`src/rtl/sspis_wb_pkg.sv`:
```
// sspis_wb_pkg -- shared state encoding and sideband constants for the SPI-slave Wishbone gasket.
// rev 1.0
`default_nettype none

package sspis_wb_pkg;

  typedef enum logic [1:0] {
    ST_IDLE = 2'd0,
    ST_WAIT = 2'd1,
    ST_RESP = 2'd2
  } state_t;

  localparam logic [9:0]  WB_BL_SINGLE   = 10'h1;
  localparam logic [31:0] GUARD_ERR_DATA = 32'hDEAD_0000;

endpackage

`default_nettype wire

```
`src/rtl/sspis_wb_gasket_if.sv`:
```
// sspis_wb_gasket_if -- single-beat Wishbone request/response bundle (master drives request, slave responds).
// rev 1.0
`default_nettype none

interface sspis_wb_gasket_if;
  logic        cyc;
  logic        stb;
  logic [31:0] adr;
  logic        we;
  logic [31:0] wdat;
  logic [3:0]  sel;
  logic [31:0] rdat;
  logic        ack;
  logic        err;

  modport master (
    output cyc, stb, adr, we, wdat, sel,
    input  rdat, ack, err
  );

  modport slave (
    input  cyc, stb, adr, we, wdat, sel,
    output rdat, ack, err
  );
endinterface

`default_nettype wire

```
`src/rtl/sspis_wb_tmo.sv`:
```
// sspis_wb_tmo -- clear/enable watchdog counter with terminal-count compare against TMO_CYC.
// rev 1.0
`default_nettype none

module sspis_wb_tmo #(
  parameter int TMO_W   = 8,
  parameter int TMO_CYC = 255
) (
  input  wire logic app_clk,
  input  wire logic reset,
  input  wire logic clr,
  input  wire logic en,
  output logic      tc
);

  localparam logic [TMO_W-1:0] TC_VAL = TMO_W'(TMO_CYC);

  logic [TMO_W-1:0] cnt;

  always_ff @(posedge app_clk) begin
    if (reset) begin
      cnt <= '0;
    end else if (clr) begin
      cnt <= '0;
    end else if (en) begin
      cnt <= cnt + 1'b1;
    end
  end

  assign tc = (cnt == TC_VAL);

endmodule

`default_nettype wire

```
`src/rtl/sspis_wb_gasket.sv`:
```
// sspis_wb_gasket -- registered Wishbone stage with watchdog between the SPI-slave bridge and the fabric.
// rev 1.0; optional address window check enabled by defining SSPIS_WB_ADDR_GUARD_EN.
`default_nettype none

module sspis_wb_gasket
  import sspis_wb_pkg::*;
#(
  parameter int         TMO_W     = 8,
  parameter int         TMO_CYC   = 255,
  parameter logic [3:0] MID       = 4'h3
`ifdef SSPIS_WB_ADDR_GUARD_EN
  ,
  parameter logic [31:0] ADDR_BASE = 32'h0000_0000,
  parameter logic [31:0] ADDR_MASK = 32'hF000_0000
`endif
) (
  input  wire logic          app_clk,
  input  wire logic          reset,
  sspis_wb_gasket_if.slave   s,
  sspis_wb_gasket_if.master  m,
  output logic [3:0]         m_mid_o,
  output logic               m_bry_o,
  output logic [9:0]         m_bl_o,
  output logic               tmo_flag_o,
  input  wire logic          tmo_clr_i
);

  state_t state;
  logic   tmo_hit;
  logic   req_blocked;

  assign m_mid_o = MID;
  assign m_bry_o = 1'b1;
  assign m_bl_o  = WB_BL_SINGLE;

`ifdef SSPIS_WB_ADDR_GUARD_EN
  assign req_blocked = ((s.adr & ADDR_MASK) != (ADDR_BASE & ADDR_MASK));
`else
  assign req_blocked = 1'b0;
`endif

  // Counter is held at zero while idle so every request starts a fresh watchdog window.
  sspis_wb_tmo #(
    .TMO_W   (TMO_W),
    .TMO_CYC (TMO_CYC)
  ) u_tmo (
    .app_clk (app_clk),
    .reset   (reset),
    .clr     (state == ST_IDLE),
    .en      (state == ST_WAIT),
    .tc      (tmo_hit)
  );

  always_ff @(posedge app_clk) begin
    if (reset) begin
      state      <= ST_IDLE;
      m.cyc      <= 1'b0;
      m.stb      <= 1'b0;
      m.adr      <= '0;
      m.we       <= 1'b0;
      m.wdat     <= '0;
      m.sel      <= '0;
      s.rdat     <= '0;
      s.ack      <= 1'b0;
      s.err      <= 1'b0;
      tmo_flag_o <= 1'b0;
    end else begin
      s.ack <= 1'b0;
      s.err <= 1'b0;
      // A timeout later in this block overrides the clear.
      if (tmo_clr_i) begin
        tmo_flag_o <= 1'b0;
      end

      case (state)
        ST_IDLE: begin
          if (s.cyc && s.stb) begin
            if (req_blocked) begin
              s.err  <= 1'b1;
              s.rdat <= GUARD_ERR_DATA;
              state  <= ST_RESP;
            end else begin
              m.adr  <= s.adr;
              m.we   <= s.we;
              m.wdat <= s.wdat;
              m.sel  <= s.sel;
              m.cyc  <= 1'b1;
              m.stb  <= 1'b1;
              state  <= ST_WAIT;
            end
          end
        end

        ST_WAIT: begin
          // Slave response beats the watchdog; error beats ack.
          if (m.err) begin
            s.rdat <= m.rdat;
            s.err  <= 1'b1;
            m.cyc  <= 1'b0;
            m.stb  <= 1'b0;
            state  <= ST_RESP;
          end else if (m.ack) begin
            s.rdat <= m.rdat;
            s.ack  <= 1'b1;
            m.cyc  <= 1'b0;
            m.stb  <= 1'b0;
            state  <= ST_RESP;
          end else if (tmo_hit) begin
            s.err      <= 1'b1;
            tmo_flag_o <= 1'b1;
            m.cyc      <= 1'b0;
            m.stb      <= 1'b0;
            state      <= ST_RESP;
          end
        end

        ST_RESP: begin
          state <= ST_IDLE;
        end

        default: begin
          state <= ST_IDLE;
          m.cyc <= 1'b0;
          m.stb <= 1'b0;
        end
      endcase
    end
  end

endmodule

`default_nettype wire

```
`src/flat_wrapper.sv`:
```
// flat-port wrapper written by rule: the top's interface ports become plain ports
module sspis_wb_gasket_flat import sspis_wb_pkg::*;
#(
  parameter int         TMO_W     = 8,
  parameter int         TMO_CYC   = 255,
  parameter logic [3:0] MID       = 4'h3

)
  (app_clk, reset, m_mid_o, m_bry_o, m_bl_o, tmo_flag_o, tmo_clr_i, s_cyc, s_stb, s_adr, s_we, s_wdat, s_sel, s_rdat, s_ack, s_err, m_cyc, m_stb, m_adr, m_we, m_wdat, m_sel, m_rdat, m_ack, m_err);
  sspis_wb_gasket_if s_i ();
  sspis_wb_gasket_if m_i ();
  input  wire logic app_clk;
  input  wire logic reset;
  output logic [3:0] m_mid_o;
  output logic m_bry_o;
  output logic [9:0] m_bl_o;
  output logic tmo_flag_o;
  input  wire logic tmo_clr_i;
  input wire logic [$bits(s_i.cyc)-1:0] s_cyc;
  input wire logic [$bits(s_i.stb)-1:0] s_stb;
  input wire logic [$bits(s_i.adr)-1:0] s_adr;
  input wire logic [$bits(s_i.we)-1:0] s_we;
  input wire logic [$bits(s_i.wdat)-1:0] s_wdat;
  input wire logic [$bits(s_i.sel)-1:0] s_sel;
  output wire logic [$bits(s_i.rdat)-1:0] s_rdat;
  output wire logic [$bits(s_i.ack)-1:0] s_ack;
  output wire logic [$bits(s_i.err)-1:0] s_err;
  output wire logic [$bits(m_i.cyc)-1:0] m_cyc;
  output wire logic [$bits(m_i.stb)-1:0] m_stb;
  output wire logic [$bits(m_i.adr)-1:0] m_adr;
  output wire logic [$bits(m_i.we)-1:0] m_we;
  output wire logic [$bits(m_i.wdat)-1:0] m_wdat;
  output wire logic [$bits(m_i.sel)-1:0] m_sel;
  input wire logic [$bits(m_i.rdat)-1:0] m_rdat;
  input wire logic [$bits(m_i.ack)-1:0] m_ack;
  input wire logic [$bits(m_i.err)-1:0] m_err;
  assign s_i.cyc = s_cyc;
  assign s_i.stb = s_stb;
  assign s_i.adr = s_adr;
  assign s_i.we = s_we;
  assign s_i.wdat = s_wdat;
  assign s_i.sel = s_sel;
  assign s_rdat = s_i.rdat;
  assign s_ack = s_i.ack;
  assign s_err = s_i.err;
  assign m_cyc = m_i.cyc;
  assign m_stb = m_i.stb;
  assign m_adr = m_i.adr;
  assign m_we = m_i.we;
  assign m_wdat = m_i.wdat;
  assign m_sel = m_i.sel;
  assign m_i.rdat = m_rdat;
  assign m_i.ack = m_ack;
  assign m_i.err = m_err;
  sspis_wb_gasket #(.TMO_W(TMO_W), .TMO_CYC(TMO_CYC), .MID(MID)) u_core (.app_clk(app_clk), .reset(reset), .s(s_i), .m(m_i), .m_mid_o(m_mid_o), .m_bry_o(m_bry_o), .m_bl_o(m_bl_o), .tmo_flag_o(tmo_flag_o), .tmo_clr_i(tmo_clr_i));
endmodule
```
`config.mk`:
```
export PLATFORM = sky130hd
export DESIGN_NAME = sspis_wb_gasket_flat
export DESIGN_NICKNAME = d
export VERILOG_FILES = /design/src/rtl/sspis_wb_pkg.sv /design/src/rtl/sspis_wb_gasket_if.sv /design/src/rtl/sspis_wb_tmo.sv /design/src/rtl/sspis_wb_gasket.sv /design/src/flat_wrapper.sv
export SDC_FILE = /design/constraint.sdc
export NUM_CORES = 1
export LEC_CHECK = 0
export BUFFER_PORTS_ARGS = -buffer_cell sky130_fd_sc_hd__buf_4
export CORE_MARGIN = 2
export CORE_UTILIZATION = 40
export DETAILED_ROUTE_END_ITERATION = 10
export GPL_TIMING_DRIVEN = 0
export PLACE_DENSITY = 0.77
export SYNTH_ARGS = -nofsm -noshare
export SYNTH_HDL_FRONTEND = slang
export SYNTH_SLANG_ARGS = --single-unit
```
`constraint.sdc`:
```
create_clock -name app_clk -period 1.24 [get_ports app_clk]
set_input_delay 0.186 -clock app_clk [delete_from_list [all_inputs] [get_ports app_clk]]
set_output_delay 0.186 -clock app_clk [all_outputs]
set_load 0.02 [all_outputs]
```
==> results_dict.tcl <==
set metrics [dict create \
    clk_path_buf_depth 2 \
    p_total_mw 10.1 \
    cp-end-kind "register" \
    cap_violations 0 \
    multi_input_area_um2 1970 \
    grt_util_all_layers_pct 27.2 \
    synth_top_area_share_pct 53.4 \
    first_iter_violations 351 \
    syn_area_um2 4310 \
    cp_max_fo 9 \
    diodes 0 \
    ys_ff_latch 115 \
    required_ps 1590 \
    gp_congestion 0.822 \
    synthCells 534 \
    hold_class "primary input to register" \
    grt_overflow_total 0 \
    fp.dieW_um 108 \
    yosysUniqueCellTypes 33 \
    coreArea_um2 10400 \
    place_area_um2 6140 \
    numCtsBuffers 17 \
    synth-main-ff-cell "dfxtp_1" \
    root_buffer "clkbuf_8" \
    top_usage_layer "met2" \
    power_density_nw_per_um2 1230 \
    layoutNonFillerInstCount 1037 \
    skew_ps 11.8 \
    ys_async_sr_fraction_pct 0 \
    drt_pass1_iterations 7 \
    io_pins 229 \
    crit_type "register to register" \
    nFillCells 599 \
    clk_latency_ps 500 \
    dpl.hpwl_um 10100 \
    dp.cells 895 \
    setup_viol 89 \
    yosys.area.top_type "dfxtp_1" \
    antenna_found_initial 0 \
    setup_ws_ps -68.1 \
    cts_tree "built" \
    grt_pass1_wl_um 24700 \
    worstMarginPinSlew_ps 692 \
    rows 37 \
    area_delta_synth_final_pct 91.1 \
    ant_nets 0 \
    p_leak_nw 3.52 \
    min_period_ps 1310 \
    finalInstanceArea_um2 8240 \
    arrival_ps 1660 \
    post-place-ws_ps -555 \
    hold_slack_ps 117 \
    start_util_pct 41.4 \
    avgSynthCellArea_um2 8.08 \
    fmax_ghz 0.764 \
    die-area_um2 11600 \
    cts_sinks 115 \
    drc_errors 0 \
    grt.met1_usage_pct 30.3 \
    max-vdd-ir-drop_uv 739 \
    seq_area_um2 2320 \
    grt_max_degree 17 \
    portBuffers 212 \
    drt_wl_total_um 17100 \
    clk_pin_slew_worst_paths_ps 60 \
    drive_above_1_share_pct 40.7 \
    nets 1001 \
    slew_viol_final 0 \
    vias_per_cell 5.12 \
    wl_per_cell_um 16.5 \
    rsz0062_at_grt "yes" \
    worstSetupStartpointType "register" \
    violations "setup timing" \
    hold_violations 0 \
    status "finished with violations" \
    chipHeight_um 108 \
    yosysWarnings 0 \
    grt_use_met2_pct 48.2 \
    post-route-period-util_pct 105 \
    cts-htree-levels 4 \
    grt_pass1_vias 5115 \
    grt.met3_usage_pct 7.32 \
    yosysSeqAreaShare_pct 53.4 \
    relSlewSlack_pct 53.9 \
    synth-edff-count 0 \
    netlist_top_cells_area "dfxtp_1, a21oi_1, nand2_1" \
    vias 5306 \
]
[critical path, cell delays in order, from the launching register on]
cell,delay [ps]
dfxtp_2,330
buf_6,130
nand4bb_4,230
buf_12,170
buf_6,130
nand2_1,100
a21oi_2,60
[what timing repair did]
action | 4_1_cts | 5_1_grt
hold buffers | 104 | 0
gates resized for setup | 61 | 72
setup endpoints to repair | 113 | 109
buffers inserted | 8 | 1
gates cloned | 2 | 2
endpoints found under the hold margin | 104 | 0
pin swaps | 7 | 12
[synth_stat cells, drive strengths merged, types with 3 or more instances]
library cell    n
inv             3
clkbuf         24
buf            36
nand2         142
nand3          36
o21ai          36
or3             3
nor2            4
dfxtp         115
a21oi         107
[cells in the final DEF (no fill, tap or decap), types with 8 or more instances in the layout]
cell type        n
buf_4          237
nand3_1         33
buf_8            8
buf_6           12
o21ai_0         34
nand2_1        121
nand2_2         20
clkbuf_1        16
clkbuf_16       17
a21oi_2         31
conb_1          15
dfxtp_1        106
dlygate4sd3_1  104
a21oi_1         76
[cells by family (layout without fill, tap and decap cells)]
family	after synthesis	in the layout	share of synthesized area (%)
fa+ha+maj	1	1	0.290
xor+xnor	1	1	0.203
compound gates	153	153	18.4
flops	115	115	53.4
simple gates	199	199	19.9
other cells	2	15	0.174
buf+inv	63	417	7.71
[per-layer routing]
layer	vias to the layer above	part of all wire (%)
met1	2509	38
li1	2482	-
met2	268	51
met4	0	3.2
met3	47	7.6
met5	-	0
[through the flow]
step	setup TNS [ps]	util, %
floorplan	0	-
global placement	-38880	58.9
detailed placement	-41940	58.9
CTS	-943	76.8
global route	-7650	79.1
finish	-2550	79.1
[final timing paths]
path,startpoint,to,slack [ps],cells after the start
hold / removal,reset,u_core.s.err,120,2
setup reg to reg,u_core.state[1],u_core.m.wdat[30],-70,6
setup / recovery,u_core.state[1],u_core.m.wdat[30],-70,6
hold reg to reg,u_core.m.wdat[11],u_core.m.wdat[11],460,2
[sequential cells by signal (all words and copies together) (netlist names)]
register and flops:
u_core.m.cyc 1, u_core.s.ack 1, u_core.m.adr 32, u_core.s.err 1, u_core.s.rdat 32, u_core.u_tmo.cnt 8, u_core.m.sel 4, u_core.state 2
u_core.m.we 1, u_core.m.wdat 32, u_core.tmo_flag_o 1
[where the power goes]
part / leakage (nW) / switching, mW / total (mW) / internal, mW
combinational: 2.31 / 0.835 / 1.73 / 0.897
sequential: 0.941 / 0.0953 / 3.94 / 3.85
clock: 0.274 / 1.58 / 4.43 / 2.85
[layout make-up]
cell class,count,area share [%]
timing repair buffer,329,33.8
inverter,3,0.137
multi-input combinational,369,23.9
buffer,57,5.42
clock buffer,22,5.86
clock inverter,6,0.668
sequential,115,28.2
tap,136,2.06
Note: power is estimated with default switching activity, not from simulation.
